$ cat config.mk
export PLATFORM = sky130hd
export DESIGN_NAME = keypad_scanner
export DESIGN_NICKNAME = d
export VERILOG_FILES = /design/src/rtl/keypad_pkg.sv /design/src/rtl/kp_debounce.sv /design/src/rtl/keypad_scanner.sv
export SDC_FILE = /design/constraint.sdc
export NUM_CORES = 1
export LEC_CHECK = 0
export BUFFER_PORTS_ARGS = -buffer_cell sky130_fd_sc_hd__buf_2
export CAP_MARGIN = 40
export CORE_UTILIZATION = 45
export DETAILED_ROUTE_END_ITERATION = 6
export GPL_ROUTABILITY_DRIVEN = 0
export MAX_ROUTING_LAYER = met4
export PLACE_DENSITY = 0.72
export RECOVER_POWER = 100
export SKIP_LAST_GASP = 1
export SLEW_MARGIN = 25
export SYNTH_ARGS = -nofsm -noshare
export SYNTH_HDL_FRONTEND = slang
export SYNTH_HIERARCHICAL = 1
export SYNTH_SLANG_ARGS = --single-unit
export TNS_END_PERCENT = 10
$ cat constraint.sdc
create_clock -name clk_i -period 2.5 [get_ports clk_i]
set_input_delay 0.75 -clock clk_i [delete_from_list [all_inputs] [get_ports clk_i]]
set_output_delay 0.75 -clock clk_i [all_outputs]
set_load 0.1 [all_outputs]
$ cat src/rtl/keypad_pkg.sv
// Shared types and constants for the 4x4 keypad scanner.
// ASCII key map, FSM state encoding and counter sizing helpers.
package keypad_pkg;

    typedef enum logic [1:0] {
        StScan,
        StPressDb,
        StEmit,
        StReleaseDb
    } kp_state_e;

    // Indexed by {row, col}; entry 0 is row 0 / column 0.
    localparam logic [15:0][7:0] KEY_MAP = {
        8'h44, 8'h23, 8'h30, 8'h2A,  // r3: D # 0 *
        8'h43, 8'h39, 8'h38, 8'h37,  // r2: C 9 8 7
        8'h42, 8'h36, 8'h35, 8'h34,  // r1: B 6 5 4
        8'h41, 8'h33, 8'h32, 8'h31   // r0: A 3 2 1
    };

    function automatic int unsigned cnt_width(input int unsigned a, input int unsigned b);
        int unsigned m;
        m = (a > b) ? a : b;
        return (m < 2) ? 1 : $clog2(m);
    endfunction

    // Index of the lowest row line pulled low; callers guarantee at least one is low.
    function automatic logic [1:0] first_low(input logic [3:0] row);
        logic [1:0] idx;
        idx = 2'd0;
        for (int i = 3; i >= 0; i--) begin
            if (!row[i]) idx = 2'(i);
        end
        return idx;
    endfunction

endpackage

$ cat src/rtl/kp_debounce.sv
// Stability counter: done_o pulses on the DEBOUNCE_CNT-th consecutive enabled cycle
// where sense_i matches level_i. Any mismatch or disable restarts the count.
module kp_debounce #(
    parameter int unsigned DEBOUNCE_CNT = 20000,
    parameter int unsigned CNT_W        = 15
) (
    input  logic clk_i,
    input  logic rst_n_i,
    input  logic enable_i,
    input  logic sense_i,
    input  logic level_i,
    output logic done_o
);

    localparam logic [CNT_W-1:0] CNT_LAST = CNT_W'(DEBOUNCE_CNT - 1);

    logic [CNT_W-1:0] cnt_q, cnt_d;
    logic             stable;

    always_comb begin
        stable = enable_i && (sense_i == level_i);
        done_o = stable && (cnt_q == CNT_LAST);
        cnt_d  = '0;
        if (stable && !done_o) cnt_d = cnt_q + CNT_W'(1);
    end

    always_ff @(posedge clk_i or negedge rst_n_i) begin
        if (!rst_n_i) begin
            cnt_q <= '0;
        end else begin
            cnt_q <= cnt_d;
        end
    end

endmodule

$ cat src/rtl/keypad_scanner.sv
// 4x4 matrix keypad scanner: column drive, row synchroniser, press/release debounce
// and ASCII encoding with a valid/ready handshake towards the LCD driver.
module keypad_scanner
    import keypad_pkg::*;
#(
    parameter int unsigned SCAN_DIV     = 1000,
    parameter int unsigned DEBOUNCE_CNT = 20000
) (
    input  logic       clk_i,
    input  logic       rst_n_i,
    output logic [3:0] column_o,
    input  logic [3:0] row_i,
    output logic [7:0] data_o,
    output logic       data_valid_o,
    input  logic       device_ready_i
);

    localparam int unsigned      CNT_W      = cnt_width(SCAN_DIV, DEBOUNCE_CNT);
    localparam logic [CNT_W-1:0] DWELL_LAST = CNT_W'(SCAN_DIV - 1);

    kp_state_e        state_q, state_d;
    logic [1:0]       col_q, col_d;
    logic [1:0]       key_row_q, key_row_d;
    logic [CNT_W-1:0] dwell_q, dwell_d;
    logic [7:0]       data_q, data_d;
    logic             valid_q, valid_d;
    logic [3:0]       row_meta_q, row_sync_q;
    logic             db_enable, db_level, db_sense, db_done;

    always_ff @(posedge clk_i or negedge rst_n_i) begin
        if (!rst_n_i) begin
            row_meta_q <= 4'hF;
            row_sync_q <= 4'hF;
        end else begin
            row_meta_q <= row_i;
            row_sync_q <= row_meta_q;
        end
    end

    // One counter serves both debounce phases; only the expected level differs.
    always_comb begin
        db_enable = (state_q == StPressDb) || (state_q == StReleaseDb);
        db_level  = (state_q == StReleaseDb);
        db_sense  = row_sync_q[key_row_q];
    end

    kp_debounce #(
        .DEBOUNCE_CNT(DEBOUNCE_CNT),
        .CNT_W       (CNT_W)
    ) u_debounce (
        .clk_i   (clk_i),
        .rst_n_i (rst_n_i),
        .enable_i(db_enable),
        .sense_i (db_sense),
        .level_i (db_level),
        .done_o  (db_done)
    );

    always_comb begin
        state_d   = state_q;
        col_d     = col_q;
        key_row_d = key_row_q;
        dwell_d   = dwell_q;
        data_d    = data_q;
        valid_d   = valid_q;
        unique case (state_q)
            StScan: begin
                if (dwell_q == DWELL_LAST) begin
                    dwell_d = '0;
                    if (row_sync_q == 4'hF) begin
                        col_d = col_q + 2'd1;
                    end else begin
                        key_row_d = first_low(row_sync_q);
                        state_d   = StPressDb;
                    end
                end else begin
                    dwell_d = dwell_q + CNT_W'(1);
                end
            end
            StPressDb: begin
                if (row_sync_q[key_row_q]) begin
                    col_d   = col_q + 2'd1;
                    state_d = StScan;
                end else if (db_done) begin
                    data_d  = KEY_MAP[{key_row_q, col_q}];
                    valid_d = 1'b1;
                    state_d = StEmit;
                end
            end
            StEmit: begin
                if (device_ready_i) begin
                    valid_d = 1'b0;
                    state_d = StReleaseDb;
                end
            end
            StReleaseDb: begin
                if (db_done) begin
                    col_d   = col_q + 2'd1;
                    state_d = StScan;
                end
            end
            default: state_d = StScan;
        endcase
    end

    always_ff @(posedge clk_i or negedge rst_n_i) begin
        if (!rst_n_i) begin
            state_q   <= StScan;
            col_q     <= 2'd0;
            key_row_q <= 2'd0;
            dwell_q   <= '0;
            data_q    <= 8'h00;
            valid_q   <= 1'b0;
        end else begin
            state_q   <= state_d;
            col_q     <= col_d;
            key_row_q <= key_row_d;
            dwell_q   <= dwell_d;
            data_q    <= data_d;
            valid_q   <= valid_d;
        end
    end

    always_comb begin
        column_o     = ~(4'b0001 << col_q);
        data_o       = data_q;
        data_valid_o = valid_q;
    end

endmodule

==> impl_results.md, run 1 <==
- Slew Limit Fails: 0
- Drt pass-1 iters: 4
- IO Count: 20
- Fin. Hold Viols: 0
- Pin count of the biggest net entering global routing: 24
- Total of max-cap violations: 0
- Total CTS buffers: 5
- Setup violations, final: 0
- Cells after Synth: 256
- Worst-path fanout max: 6
- Main flop type after synthesis: dfrtp_1
- Fin nets: just under 300
- Pleak: 1.27 nW
- Layout Utilization: 52.5%
- Crit. End Element: flip-flop
- Placed Instance Area: around 0.0028 mm2
- Initial antenna violation count: 0
- Worst R2R Path Depth: 6
- Core ar.: 0.00557 mm2
- Layout cells sized above 1: 20.5%
- Via/cell ratio: approximately 5.2
- Pwr Total: ~1.8 mW
- Die height: 78.5 um
- Horiz. Die Dim: 78.5 um
- Startpoint class of the critical path: flip-flop
- Post-Layout Cell Count: 355
- Synth top area share: 41.8%
- Final wirelength: 4710 um
- Uppermost routed layer: met4
- Clock Path Buffers: 2
- M1 WL: 2290 um
- Kind of critical path: flip-flop to flip-flop
- # H-tree levels: 2
- Total congestion overflow: 0
- RSZ-0062 raised after global routing: true
- Rel. slew slack: 41.8%
- I/O Buffers: 18
- GRT Util Overall: 17.2%
- # diodes: 0
- Placed insts: 346
- Fin area: 0.00292 mm2
- Worst-Skew Late Latency: 300 ps
- DRC violations left: 0
- DRT iter0 DRCs: 94
- Period utilization: 98.3%
- Syn_nets: 271
- Final Skew: 14.3 ps
- Full die area: about 0.0062 mm2
- Mapped cell area: 0.00264 mm2
- Clk root buf: clkbuf_8
- Max VDD drop: 0.000302 V
- Post-synth EDFFs: 0
- TritonCTS clock tree: yes
- Layout area overhead: 10.9%
- Async S/R FF share, synth: 100%
- Metal2 WL: 2170 um
- FMAX: 0.407 GHz
- Yosys warns: 6
- Hold_ws: 358 ps
- CTS Sinks: 52
- Routed length on met3: 184 um
- Routed vias: 1857
- First-pass GRT wire length: 8070 um
- Min-Delay Path Class: flip-flop to flip-flop
- Outcome: finished, final reports clean
- Arrival @ worst endpoint: 2650 ps
- Syn avg cell area: 10.3 um2
- Main area contributors after synthesis: dfrtp_1 (42%), dfstp_2 (8.0%), xnor2_1 (6.0%)
- Yosys reg bits: 52
- Number of global-route vias before repair: 1741
- Post-route ant nets: 0
- Worst-margin pin slew: 873 ps
- Wire per inst: 13.3 um
- FP Rows: 27
- Synth unique cells: 46
- Post-CTS Hold Buffers: 0
- Required time of the critical path: 2690 ps
- Post-layout minimum cycle time: 2460 ps
- Hold path depth: 0
- PD cells: 601 mW/mm2
- Post-DP HPWL: ~3400 um
- CTS clock-pin slew for the worst setup and hold paths: about 90 ps
- Starting Density: between 40 and 50%
- Synth area leader: dfrtp_1
- Register area share after synthesis: 49.7%
[final cells by class]
| cell class | instances | area (um2) |
|---|---|---|
| Fill cell | 510 | 2650 |
| Sequential cell | 52 | 1310 |
| Multi-Input combinational cell | 179 | 1200 |
| Timing Repair Buffer | 30 | 171 |
| Tap cell | 72 | 90.1 |
| Clock buffer | 7 | 86.3 |
| Inverter | 14 | 52.6 |
| Clock inverter | 1 | 7.51 |
[critical path, cell delays in order, from the launching register on]
cell     delay, ps
dfrtp_1        410
or4b_1         500
or4_4          500
nor2_2         130
nand2_1        120
nor3_4         320
mux2_2         380
[kinds of logic (layout without fill, tap and decap cells)]
| group | count (synthesis) | in the layout | synth area share, % |
|---|---|---|---|
| buffers and inverters | 25 | 52 | 4.65 |
| DFF | 52 | 52 | 49.7 |
| and+or+nand+nor | 105 | 105 | 20.6 |
| AOI/OAI and AO/OA | 25 | 25 | 6.17 |
| adders and majority gates | 8 | 8 | 3.80 |
| other | 1 | 1 | 0.142 |
| xor gates and xnor gates | 25 | 25 | 8.31 |
| muxes | 15 | 15 | 6.64 |
[flip-flops by register name, summed over array words and instances, names as in the netlist, named ones only]
register	count
row_sync_q	4
data_o	7
dwell_q	15
u_debounce/cnt_q	15
state_q	1
data_valid_o	1
row_meta_q	4
col_q	2
key_row_q	2
[per-stage QoR]
step / setup slack [ps] / setup TNS (ps)
6_report: 43.6 / 0
4_1_cts: 36.6 / 0
2_1_floorplan: 144 / 0
3_3_place_gp: 130 / 0
3_5_place_dp: 57.7 / 0
5_1_grt: -61.4 / -200
[metal layers]
layer  up-vias  GRT usage, %
met5         -             -
met4         0          6.67
met3         7          4.19
met2        36          26.3
met1       886          22.1
li1        928             -
[worst paths after layout]
kind                       slack [ps]                  end                 start
setup / recovery                   40            data_o[0]  u_debounce/cnt_q[13]
hold / removal                    360        row_sync_q[1]         row_meta_q[1]
setup reg to reg                   40            data_o[0]  u_debounce/cnt_q[13]
hold reg to reg                   360        row_sync_q[1]         row_meta_q[1]
max in group asynchronous         810           dwell_q[1]               rst_n_i
min in group asynchronous         450  u_debounce/cnt_q[6]               rst_n_i
[cell usage after synthesis (2+ instances only)]
library cell / instances
o21a_1: 2
clkbuf_1: 5
dfstp_2: 8
buf_6: 3
buf_2: 2
or3_1: 2
mux2_2: 6
nor4_1: 6
mux2i_1: 7
xor2_1: 7
o21ai_0: 4
nor3_1: 8
nor2_1: 31
nand3_1: 10
nand2_1: 21
o211ai_1: 2
xnor2_1: 18
a21oi_1: 7
a31oi_1: 4
ha_1: 8
nand4_1: 11
dfrtp_1: 44
inv_1: 14
and3_1: 2
and4_1: 3
[layout by cell type (no fill, tap or decap), types with 3 or more instances in the layout]
| cell type | n |
|---|---|
| dfrtp_1 | 44 |
| mux2i_1 | 7 |
| a31oi_1 | 4 |
| a21oi_1 | 7 |
| xnor2_1 | 18 |
| nor4_1 | 6 |
| ha_1 | 8 |
| buf_4 | 9 |
| dfstp_2 | 8 |
| nand3_1 | 10 |
| nor3_1 | 8 |
| inv_1 | 14 |
| o21ai_0 | 4 |
| nand4_1 | 11 |
| buf_2 | 16 |
| and4_1 | 3 |
| nand2_1 | 21 |
| clkbuf_1 | 4 |
| clkbuf_8 | 6 |
| nor2_1 | 30 |
| xor2_1 | 7 |
| mux2_2 | 6 |
[where the power goes]
part | switching [mW] | internal, mW | total (mW)
registers | 0.0847 | 0.912 | 0.997
logic | 0.174 | 0.0959 | 0.270
clock network | 0.266 | 0.225 | 0.491
total | 0.525 | 1.23 | 1.76
[repair_timing]
action / CTS / global route
setup buffers: 0 / 1
setup endpoints to repair: 0 / 9
gates resized for setup: 0 / 2
hold endpoints to repair: 0 / 0
(Power assumes the default switching activity.)
==> inputs of run 2 (changes only) <==
--- a/config.mk
+++ b/config.mk
@@ -5,7 +5,7 @@
 export SDC_FILE = /design/constraint.sdc
 export NUM_CORES = 1
 export LEC_CHECK = 0
-export BUFFER_PORTS_ARGS = -buffer_cell sky130_fd_sc_hd__buf_2
+export BUFFER_PORTS_ARGS = -buffer_cell sky130_fd_sc_hd__buf_4
 export CAP_MARGIN = 40
 export CORE_UTILIZATION = 45
 export DETAILED_ROUTE_END_ITERATION = 6
==> impl_results.md, run 2 (synthesis gave the netlist of run 1 again) <==
- Post-Layout Cell Count: 355 (unchanged)
- Worst-path fanout max: 6 (unchanged)
- Worst R2R Start: u_debounce/cnt_q[8] (was u_debounce/cnt_q[13])
- Fin nets: 297 (unchanged)
- Total of max-cap violations: 0 (unchanged)
- Full die area: 0.00617 mm2 (unchanged)
- First-pass GRT wire length: 8400 um (was 8070 um)
- DRC violations left: 0 (unchanged)
- TritonCTS clock tree: yes (unchanged)
- Setup TNS: 0 ps (unchanged)
- Post-layout minimum cycle time: 2400 ps (was 2460 ps)
- I/O Buffers: 18 (unchanged)
- Total congestion overflow: 0 (unchanged)
- Drt pass-1 iters: 4 (unchanged)
- Pleak: 1.30 nW (was 1.27 nW)
- Setup violations, final: 0 (unchanged)
- Startpoint class of the critical path: flip-flop (unchanged)
- Core ar.: 0.00557 mm2 (unchanged)
- Fin. Hold Viols: 0 (unchanged)
- FP Rows: 27 (unchanged)
- RR Endpoint: data_o[1] (was data_o[0])
- CTS Sinks: 52 (unchanged)
- Pin count of the biggest net entering global routing: 53 (was 24)
- Kind of critical path: flip-flop to flip-flop (unchanged)
- Total CTS buffers: 5 (unchanged)
- Die height: 78.5 um (unchanged)
- Reg2reg setup slack: 100 ps (was 40 ps)
- RSZ-0062 raised after global routing: false (was true)
- Placed insts: 344 (was 346)
- Hold path depth: 0 (unchanged)
- Placed Instance Area: 0.00286 mm2 (was 0.00283 mm2)
- Period utilization: 95.8% (was 98.3%)
- Commonest non-fill, non-tap cell in the layout: dfrtp_1 (unchanged)
- Worst R2R Path Depth: 7 (was 6)
- IO Count: 20 (unchanged)
- Clock Path Buffers: 2 (unchanged)
- Min-delay src: row_meta_q[1] (unchanged)
- FMAX: 0.417 GHz (was 0.407 GHz)
- Horiz. Die Dim: 78.5 um (unchanged)
- Post-route ant nets: 0 (unchanged)
- Wire per inst: 13.4 um (was 13.3 um)
- Initial antenna violation count: 0 (unchanged)
- Rel. slew slack: 15.5% (was 41.8%)
- Starting Density: 47.3% (unchanged)
- # H-tree levels: 2 (unchanged)
- Min-Delay Path Class: flip-flop to flip-flop (unchanged)
- Outcome: finished, final reports clean (unchanged)
- Post-DP HPWL: 3230 um (was 3380 um)
- Crit. End Element: flip-flop (unchanged)
- Post-CTS Hold Buffers: 0 (unchanged)
- GRT Util Overall: 18.1% (was 17.2%)
- Worst-Skew Late Latency: 310 ps (was 300 ps)
- Required time of the critical path: 2700 ps (was 2690 ps)
- PD cells: 633 mW/mm2 (was 601 mW/mm2)
- # diodes: 0 (unchanged)
- Hold Path Sink: row_sync_q[1] (unchanged)
- Final wirelength: 4760 um (was 4710 um)
- Worst-margin pin slew: 1270 ps (was 873 ps)
- Via/cell ratio: 5.23 (about the same)
- Arrival @ worst endpoint: 2590 ps (was 2650 ps)
- Fin area: 0.00298 mm2 (was 0.00292 mm2)
- Routed vias: 1855 (was 1857)
- Clk root buf: clkbuf_8 (unchanged)
- Layout cells sized above 1: 20.8% (was 20.5%)
- Most frequent cells in the layout: dfrtp_1 (44), nor2_1 (30), nand2_1 (20), xnor2_1 (17), inv_1 (14) (was dfrtp_1 (44), nor2_1 (30), nand2_1 (21), xnor2_1 (18), buf_2 (16))
- Number of global-route vias before repair: 1795 (was 1741)
- Max VDD drop: 0.000315 V (was 0.000302 V)
- Final Skew: 18.4 ps (was 14.3 ps)
- DRT iter0 DRCs: 92 (was 94)
- Layout area overhead: 13.1% (was 10.9%)
- CTS clock-pin slew for the worst setup and hold paths: 100 ps (was 90 ps)
- Slew Limit Fails: 0 (unchanged)
run 2: how the worst max path moves through the flow:
stage / start / to / slack (ps) / depth (start not counted)
floorplan: u_debounce/cnt_q[8] / data_o[1] / 140 / 7
global placement: u_debounce/cnt_q[13] / data_o[6] / 130 / 6
detailed placement: u_debounce/cnt_q[13] / data_o[0] / 30 / 6
CTS: u_debounce/cnt_q[13] / data_o[0] / 20 / 6
global route: u_debounce/cnt_q[8] / data_o[6] / 20 / 7
finish: u_debounce/cnt_q[8] / data_o[1] / 100 / 7
run 2: area by class of cell:
type	count	area, um2
Fill cell	494	2590
Sequential cell	52	1310
Multi-Input combinational cell	179	1210
Timing Repair Buffer	30	191
Clock buffer	7	96.3
Tap cell	72	90.1
Inverter	14	52.6
Clock inverter	1	30.0
run 2: through the flow:
stage / total power [mW] / util, % / hold WS, ps / worst slack, ps
after floorplan: 1.21 / - / 345 / 144
after global placement: 1.28 / 51.3 / 347 / 130
after detailed placement: 1.28 / 51.3 / 347 / 29.8
after CTS: 1.91 / 53.6 / 359 / 21.1
after global routing: 1.99 / 53.5 / 362 / 16.0
final: 1.89 / 53.5 / 357 / 104
run 2: routing by layer:
| metal | share of wire, % | global-route usage (%) | wire length [um] |
|---|---|---|---|
| met1 | 50 | 24.2 | 2370 |
| met2 | 45 | 27.3 | 2160 |
| met3 | 3.4 | 3.84 | 163 |
| met4 | 1.5 | 6.11 | 70 |
| met5 | 0 | - | 0 |
run 2: timing repair:
| item | 4_1_cts | 5_1_grt |
|---|---|---|
| setup endpoints to repair | 0 | 9 |
| setup buffers | 0 | 3 |
| endpoints found under the hold margin | 0 | 0 |
| gates resized for setup | 0 | 5 |
run 2: report_power, final:
group	leakage, nW	switching, mW	internal [mW]
clock	0.0645	0.271	0.353
combinational	0.553	0.175	0.0982
sequential	0.682	0.0800	0.912
total	1.30	0.526	1.36
run 2: worst max-delay path, stage by stage (launching register included):
cell and delay, ps:
dfrtp_1 390, or4b_1 530, or4_4 510, nor2_4 120, nand2_2 90, nor3_4 150
buf_4 170, mux2_1 320
